--- src/rtl/fpu_operand_prep.sv ---
// rtl/fpu_operand_prep.sv - two-stage operand unbox/widen, sign manipulation and classify pipeline
// S1 holds raw inputs, S2 holds widened and classified operands; both advance under valid/ready.
module fpu_operand_prep #(
  parameter int NUM_SRC    = 2,
  parameter bit NANBOX_CHK = 1'b1
) (
  input  logic                  clk,
  input  logic                  reset,
  input  logic                  flush,
  input  logic                  in_valid,
  output logic                  in_ready,
  input  logic [64*NUM_SRC-1:0] in_ops,
  input  logic [2:0]            in_op_type,
  input  logic                  in_fmt,
  output logic                  out_valid,
  input  logic                  out_ready,
  output logic [64*NUM_SRC-1:0] out_ops,
  output logic [2:0]            out_op_type,
  output logic [5*NUM_SRC-1:0]  out_class
);

  localparam int W  = 64 * NUM_SRC;
  localparam int CW = 5 * NUM_SRC;

  logic          s1_valid_q, s1_valid_d;
  logic [W-1:0]  s1_ops_q, s1_ops_d;
  logic [2:0]    s1_type_q, s1_type_d;
  logic          s1_fmt_q, s1_fmt_d;
  logic          s2_valid_q, s2_valid_d;
  logic [W-1:0]  s2_ops_q, s2_ops_d;
  logic [CW-1:0] s2_class_q, s2_class_d;
  logic [2:0]    s2_type_q, s2_type_d;

  logic          adv1, adv2;
  logic          conv_sp;
  logic [63:0]   op_w;
  logic [W-1:0]  prep_ops;
  logic [CW-1:0] prep_class;

  function automatic logic [63:0] widen(input logic [63:0] op, input logic to_dp);
    logic [7:0]  e;
    logic [10:0] de;
    e = op[30:23];
    if (e == 8'd0)
      de = 11'd0;
    else if (e == 8'hFF)
      de = 11'h7FF;
    else
      de = {3'b000, e} + 11'd896;
    if (!to_dp)
      widen = op;
    else if (NANBOX_CHK && (op[63:32] != 32'hFFFF_FFFF))
      widen = 64'h7FF8_0000_0000_0000;
    else
      widen = {op[31], de, op[22:0], 29'd0};
  endfunction

  // {snan, qnan, inf, subnormal, zero}; sign is deliberately ignored
  function automatic logic [4:0] classify(input logic [63:0] d);
    logic exp_zero, exp_ones, frac_zero;
    exp_zero  = (d[62:52] == 11'd0);
    exp_ones  = (d[62:52] == 11'h7FF);
    frac_zero = (d[51:0] == 52'd0);
    classify  = {exp_ones & ~frac_zero & ~d[51],
                 exp_ones & d[51],
                 exp_ones & frac_zero,
                 exp_zero & ~frac_zero,
                 exp_zero & frac_zero};
  endfunction

  assign adv2     = ~s2_valid_q | out_ready;
  assign adv1     = ~s1_valid_q | adv2;
  assign in_ready = adv1;

  always_comb begin
    conv_sp    = (s1_type_q[2] & s1_type_q[1]) ^ s1_fmt_q;
    op_w       = '0;
    prep_ops   = '0;
    prep_class = '0;
    for (int k = 0; k < NUM_SRC; k++) begin
      op_w = widen(s1_ops_q[64*k +: 64], conv_sp);
      if (k == 0 && s1_type_q == 3'b101) op_w[63] = ~op_w[63];
      if (k == 0 && s1_type_q == 3'b100) op_w[63] = 1'b0;
      if (k == 1 && s1_type_q == 3'b001) op_w[63] = ~op_w[63];
      prep_ops[64*k +: 64]  = op_w;
      prep_class[5*k +: 5]  = classify(op_w);
    end
  end

  // Data registers only load on a real transfer so outputs hold during stalls
  always_comb begin
    s1_valid_d = s1_valid_q;
    s1_ops_d   = s1_ops_q;
    s1_type_d  = s1_type_q;
    s1_fmt_d   = s1_fmt_q;
    s2_valid_d = s2_valid_q;
    s2_ops_d   = s2_ops_q;
    s2_class_d = s2_class_q;
    s2_type_d  = s2_type_q;
    if (adv1) begin
      s1_valid_d = in_valid;
      if (in_valid) begin
        s1_ops_d  = in_ops;
        s1_type_d = in_op_type;
        s1_fmt_d  = in_fmt;
      end
    end
    if (adv2) begin
      s2_valid_d = s1_valid_q;
      if (s1_valid_q) begin
        s2_ops_d   = prep_ops;
        s2_class_d = prep_class;
        s2_type_d  = s1_type_q;
      end
    end
    if (flush) begin
      s1_valid_d = 1'b0;
      s2_valid_d = 1'b0;
    end
  end

  always_ff @(posedge clk) begin
    if (reset) begin
      s1_valid_q <= 1'b0;
      s1_ops_q   <= '0;
      s1_type_q  <= '0;
      s1_fmt_q   <= 1'b0;
      s2_valid_q <= 1'b0;
      s2_ops_q   <= '0;
      s2_class_q <= '0;
      s2_type_q  <= '0;
    end else begin
      s1_valid_q <= s1_valid_d;
      s1_ops_q   <= s1_ops_d;
      s1_type_q  <= s1_type_d;
      s1_fmt_q   <= s1_fmt_d;
      s2_valid_q <= s2_valid_d;
      s2_ops_q   <= s2_ops_d;
      s2_class_q <= s2_class_d;
      s2_type_q  <= s2_type_d;
    end
  end

  assign out_valid   = s2_valid_q;
  assign out_ops     = s2_ops_q;
  assign out_class   = s2_class_q;
  assign out_op_type = s2_type_q;

endmodule
--- config.mk ---
export PLATFORM = sky130hd
export DESIGN_NAME = fpu_operand_prep
export DESIGN_NICKNAME = d
export VERILOG_FILES = /design/src/rtl/fpu_operand_prep.sv
export SDC_FILE = /design/constraint.sdc
export NUM_CORES = 1
export LEC_CHECK = 0
export CAP_MARGIN = 5
export CORE_ASPECT_RATIO = 2
export CORE_UTILIZATION = 46
export CTS_BUF_LIST = sky130_fd_sc_hd__clkbuf_8
export DETAILED_ROUTE_END_ITERATION = 16
export PLACE_DENSITY = 0.85
export SYNTH_ARGS = -nofsm -noshare
export SYNTH_HDL_FRONTEND = slang
export SYNTH_SLANG_ARGS = --single-unit
--- constraint.sdc ---
create_clock -name clk -period 2.19 [get_ports clk]
set_clock_uncertainty 0.2 [all_clocks]
set_input_delay 0.438 -clock clk [delete_from_list [all_inputs] [get_ports clk]]
set_output_delay 0.438 -clock clk [all_outputs]
set_load 0.02 [all_outputs]
* Word-level counts from Yosys, hierarchy flattened
Cells that the tools add are included.
Widths: inputs -> output; s select.
** Operators by class
- Equality and inequality tests :: 9
- Divide/modulo/power cells :: 0
- Magnitude comparators :: 0
- $add $sub $neg :: 2
- Multipliers :: 0
- Reductions and logical operators :: 9
- Bitwise gates (word level) :: 24
- Shifts and indexed selects :: 0
- Multiplexer cells :: 11
** Operators with widths (number)
- $mux 64 :: 4
- $logic_not 52->1 :: 2
- $ne 32x32->1 const B :: 2
- $mux 11 :: 4
- $add 8x10->11 const B :: 2
- $eq 11x11->1 const B :: 2
- $logic_not 11->1 :: 2
- $eq 8x8->1 const B :: 2
- $logic_not 8->1 :: 2
- $and 1x1->1 :: 13
- $not 1->1 :: 8
- $eq 3x3->1 const B :: 2
- $reduce_and 2->1 :: 2
- $eq 3x1->1 const B :: 1
- $mux 1 :: 3
- $or 1x1->1 :: 2
- $reduce_or 2->1 :: 1
- $xor 1x1->1 :: 1
** Storage, ports and cells
- Input bits :: 137
- Output and inout bits :: 143
- Latch bits :: 0
- Memories :: 0
- Memory bits (writable) :: 0
- Register bits after elaboration :: 275
- Bits in read-only memories :: 0

* Logic depth before layout (Yosys ltp)
- Depth in word-level cells :: 9
- Depth in mapped cells :: 8

* Worst setup path after synthesis
Ideal clock, no wire load.
- Path type :: flip-flop to flip-flop
- Start :: reg s1_type_q[2]
- End :: reg s2_class_q[0], in the netlist out_class[0]
- Setup slack :: -0.004 ns
- Data required time :: 1.906 ns
- Clock period less this slack :: 2.194 ns
- Path buffers :: 2
- Cell stages (with the launch flop) :: 9
- Arrival :: 1.910 ns
- Cells stage by stage :: dfxtp_1 and3b_1 or2_1 buf_2 and4_4 buf_6 a22o_1 or3_4 o31ai_2
** On the way
- Word-level cells in the longest chain between the ends :: 5
** RTL lines
- start: declaration :: RTL line 27 : logic [2:0] s1_type_q, s1_type_d;
- start signal: assignment :: RTL line 135 : s1_type_q <= s1_type_d;
- $and 1x1->1 * :: RTL line 76 : conv_sp = (s1_type_q[2] & s1_type_q[1]) ^ s1_fmt_q;
- $xor 1x1->1 * :: RTL line 76
- $mux 64 * :: RTL line 50 : if (!to_dp)
- $logic_not 52->1 / $logic_not 11->1 (equally long branches) :: RTL line 63, 61
- $and 1x1->1 * :: RTL line 68 : exp_zero & frac_zero};
- end signal: assignment :: RTL line 139 : s2_class_q <= s2_class_d;
- end: declaration :: RTL line 31 : logic [CW-1:0] s2_class_q, s2_class_d;
Every way passes the cells marked *; elsewhere a longest branch is shown, timed or not.
A chain may end at the register's enable or synchronous reset.

* Worst setup path after layout
- Start :: reg s1_ops_q[107]
- End :: reg s2_class_q[7], in the netlist out_class[7]
** On the way
- Word-level cells in the longest chain between the ends :: 5
** RTL lines
- start: declaration :: RTL line 26 : logic [W-1:0] s1_ops_q, s1_ops_d;
- start signal: assignment :: RTL line 134 : s1_ops_q <= s1_ops_d;
- $ne 32x32->1 :: RTL line 52 : else if (NANBOX_CHK && (op[63:32] != 32'hFFFF_FFFF))
- $mux 64 :: RTL line 52
- $mux 64 * :: RTL line 50
- $logic_not 52->1 / $eq 11x11->1 (equally long branches) :: RTL line 63, 62
- $and 1x1->1 * :: RTL line 66 : exp_ones & frac_zero,
Marked as above.

==> metrics.txt <==
status finished, violations left; failing checks setup timing; number of synthesized flops with an enable pin 0; Residual DRC 0; Avg Cell Area, Syn 7.905 µm²; post-layout instance area 0.01596 mm²; Die X 110.1 µm; root buffer cell clkbuf_8; Critical Path End out_class[7]; antenna cells 0; Worst Setup End Kind flip-flop; worst vdd ir 0.5209 mV; FP Rows 78; Fin Setup TNS -1.224 ns; worst-path fanout max 4; Seq/Total Area, Yosys 51.25%; Mapped Cells 1,359; Seq cells post-synth 275; hold violation total from the final report 0; vias per inst 6.034; CP arrival 2.82 ns; crit path launch s1_ops_q[107]; required time of the critical path 2.45 ns; CP Class flip-flop to flip-flop; most common cell after layout, fill and taps aside nand2_1; Final Non-Filler Cells 2,025; Slew Viols, Final 0; FF-to-FF setup slack -0.36 ns; YS warnings 0; clock tree from TritonCTS done; worst min path class input pin to flip-flop; Max Fclk 391.7 MHz; cells on worst reg2reg path 7; final net count 1,858; Multi-input gate area 0.005050 mm²; hold buffer count at cts 0; unrepaired setup endpoints after global routing yes; Max Buffers Root-to-Sink 3; Core ar. 0.02284 mm²; Critical R2R Launch s1_ops_q[107]; CTS sink count 275; clock slew at reported path FFs 0.07 ns; vias in the first global route 11.90k; DP HPWL 29,130 µm; clk_lat worst skew 0.53 ns; Netlist cell types 53; reg2reg end out_class[7]; Primary FF master, synth dfxtp_1; Area Overhead vs Synth 48.56%; Final Critical Period 2.553 ns; PD cells 687.6 mW/mm²; router iterations before antenna repair 5; combined flip-flop and latch cell area 0.005558 mm²; pin count of the biggest net entering global routing 89; syn nets 1,496; Antenna Nets Post-Route 0; die area 0.02401 mm²; H-tree depth 2; Vias 12.22k; Final setup viols 5; final core occ 69.88%; Leakage 6.298 nW; post-place setup slack -0.1635 ns; initial drt markers 1,156; Mapped Area 0.01074 mm²; most frequent cells in the layout nand2_1, dfxtp_1, clkdlybuf4s50_1, a21oi_1, buf_4; global-route wire length before repair 62,620 µm; Initial Util 47.04%; Slew headroom 61.65%; # fillers 1,674; I/O Pins 280; Worst-Margin Slew 0.5705 ns; initial antenna violation count 1; Tot GR Track Use 34.56%; I/O Buffers 279; Startpoint Class flip-flop; async set-reset flop share out of synthesis 0%; layout cells sized above 1 16.22%; grt total ovfl 0; max cap viols 0; DR WL/cell 20.81 µm; Final Cycle Share 116.6%; placed insts 1,946; CTS Buf Count 37; Die Ht 218.1 µm; gp weighted congestion 0.9881; DP Area 0.01477 mm²; final worst slack -0.3630 ns; Routed WL 42,140 µm
## synthesized netlist by cell type (2+ instances only)
cell       number  area share [%]
nand2_1       376              13
dfxtp_1       275              51
a21oi_1       219              10
clkbuf_1       97             3.4
nor2_1         66             2.3
nand3_1        65             3.0
nor3_1         53             2.5
a221oi_1       43             3.5
nand4_1        29             1.7
nor4_1         23             1.3
o221ai_1       16             1.3
buf_1          12            0.42
o21ai_0         7            0.33
or4_1           6            0.42
a211oi_1        4            0.28
nor2b_1         4            0.23
o31ai_1         4            0.28
a311oi_1        3            0.24
and4_1          3            0.24
buf_2           3            0.14
inv_1           3            0.10
nand3b_1        3            0.21
nor4_2          3            0.35
o21ai_1         3            0.14
o22a_1          3            0.24
o22ai_1         3            0.17
or3_1           3            0.17
and3_1          2            0.12
nor3b_1         2            0.14
o2111ai_1       2            0.16
o32ai_1         2            0.16
## flip-flops by register name, indices dropped and copies added (netlist names)
register,cells
s1_valid_q,1
out_valid,1
out_op_type,3
s1_ops_q,128
s1_fmt_q,1
s1_type_q,3
out_class,10
out_ops,128
## worst min path at each step
| stage | depth (start not counted) | from | end |
|---|---|---|---|
| global route | 3 | in_ops[113] | s1_ops_q[113] |
| finish | 3 | reset | s1_ops_q[12] |
| floorplan | 2 | s1_fmt_q | s1_fmt_q |
| detailed placement | 2 | out_ops[7] | out_ops[7] |
| CTS | 3 | in_ops[11] | s1_ops_q[11] |
| global placement | 2 | out_ops[62] | out_ops[62] |
## stage by stage
stage	total power, mW	hold WS (ns)
floorplan	6.133	0.2413
global placement	7.003	0.2380
detailed placement	7.039	0.2430
CTS	10.90	0.2306
global route	11.34	0.2613
finish	10.97	0.2483
## cell families after synthesis
logic type | synth area share, %
AO/OA/AOI/OAI | 17.94
buffers and inverters | 4.158
flip-flops | 51.25
multiplexers | 0.1048
AND/OR/NAND/NOR | 26.55
## area by class of cell
class / count / share of cell area [%]
clock buffers: 44 / 3.795
clock inverters: 19 / 0.7997
inverters: 3 / 0.07056
multi-input cells: 968 / 31.64
flip-flops and latches: 275 / 34.83
well taps: 280 / 2.195
repair buffers: 436 / 26.67
## layer usage
layer / wire length [µm] / share of wire [%] / track usage [%] / up-vias
li1: - / - / - / 5489
met1: 13100 / 31 / 34.52 / 5701
met2: 21630 / 51 / 60.73 / 783
met3: 3169 / 7.5 / 6.263 / 244
met4: 4226 / 10 / 27.91 / 2
met5: 10 / 0.024 / 0 / -
## critical path, cell delays in order (launching register included)
cell      delay (ns)
dfxtp_1         0.31
buf_4           0.15
nor4_2          0.53
nand4_1         0.26
nor4_2          0.38
o221ai_1        0.17
or3_1           0.35
a21oi_2         0.14
## repair_timing
item | in CTS | in global routing
setup endpoints to repair | 50 | 65
gates cloned | 0 | 1
buffers inserted | 5 | 10
resized for setup | 43 | 76
pin swaps | 13 | 24
## report_power, final
part           internal (mW)  switching, mW
combinational          0.775          0.862
clock                   2.05           1.88
sequential              5.21          0.196
total                   8.04           2.93
No activity file was read; power rests on OpenSTA's default activity.
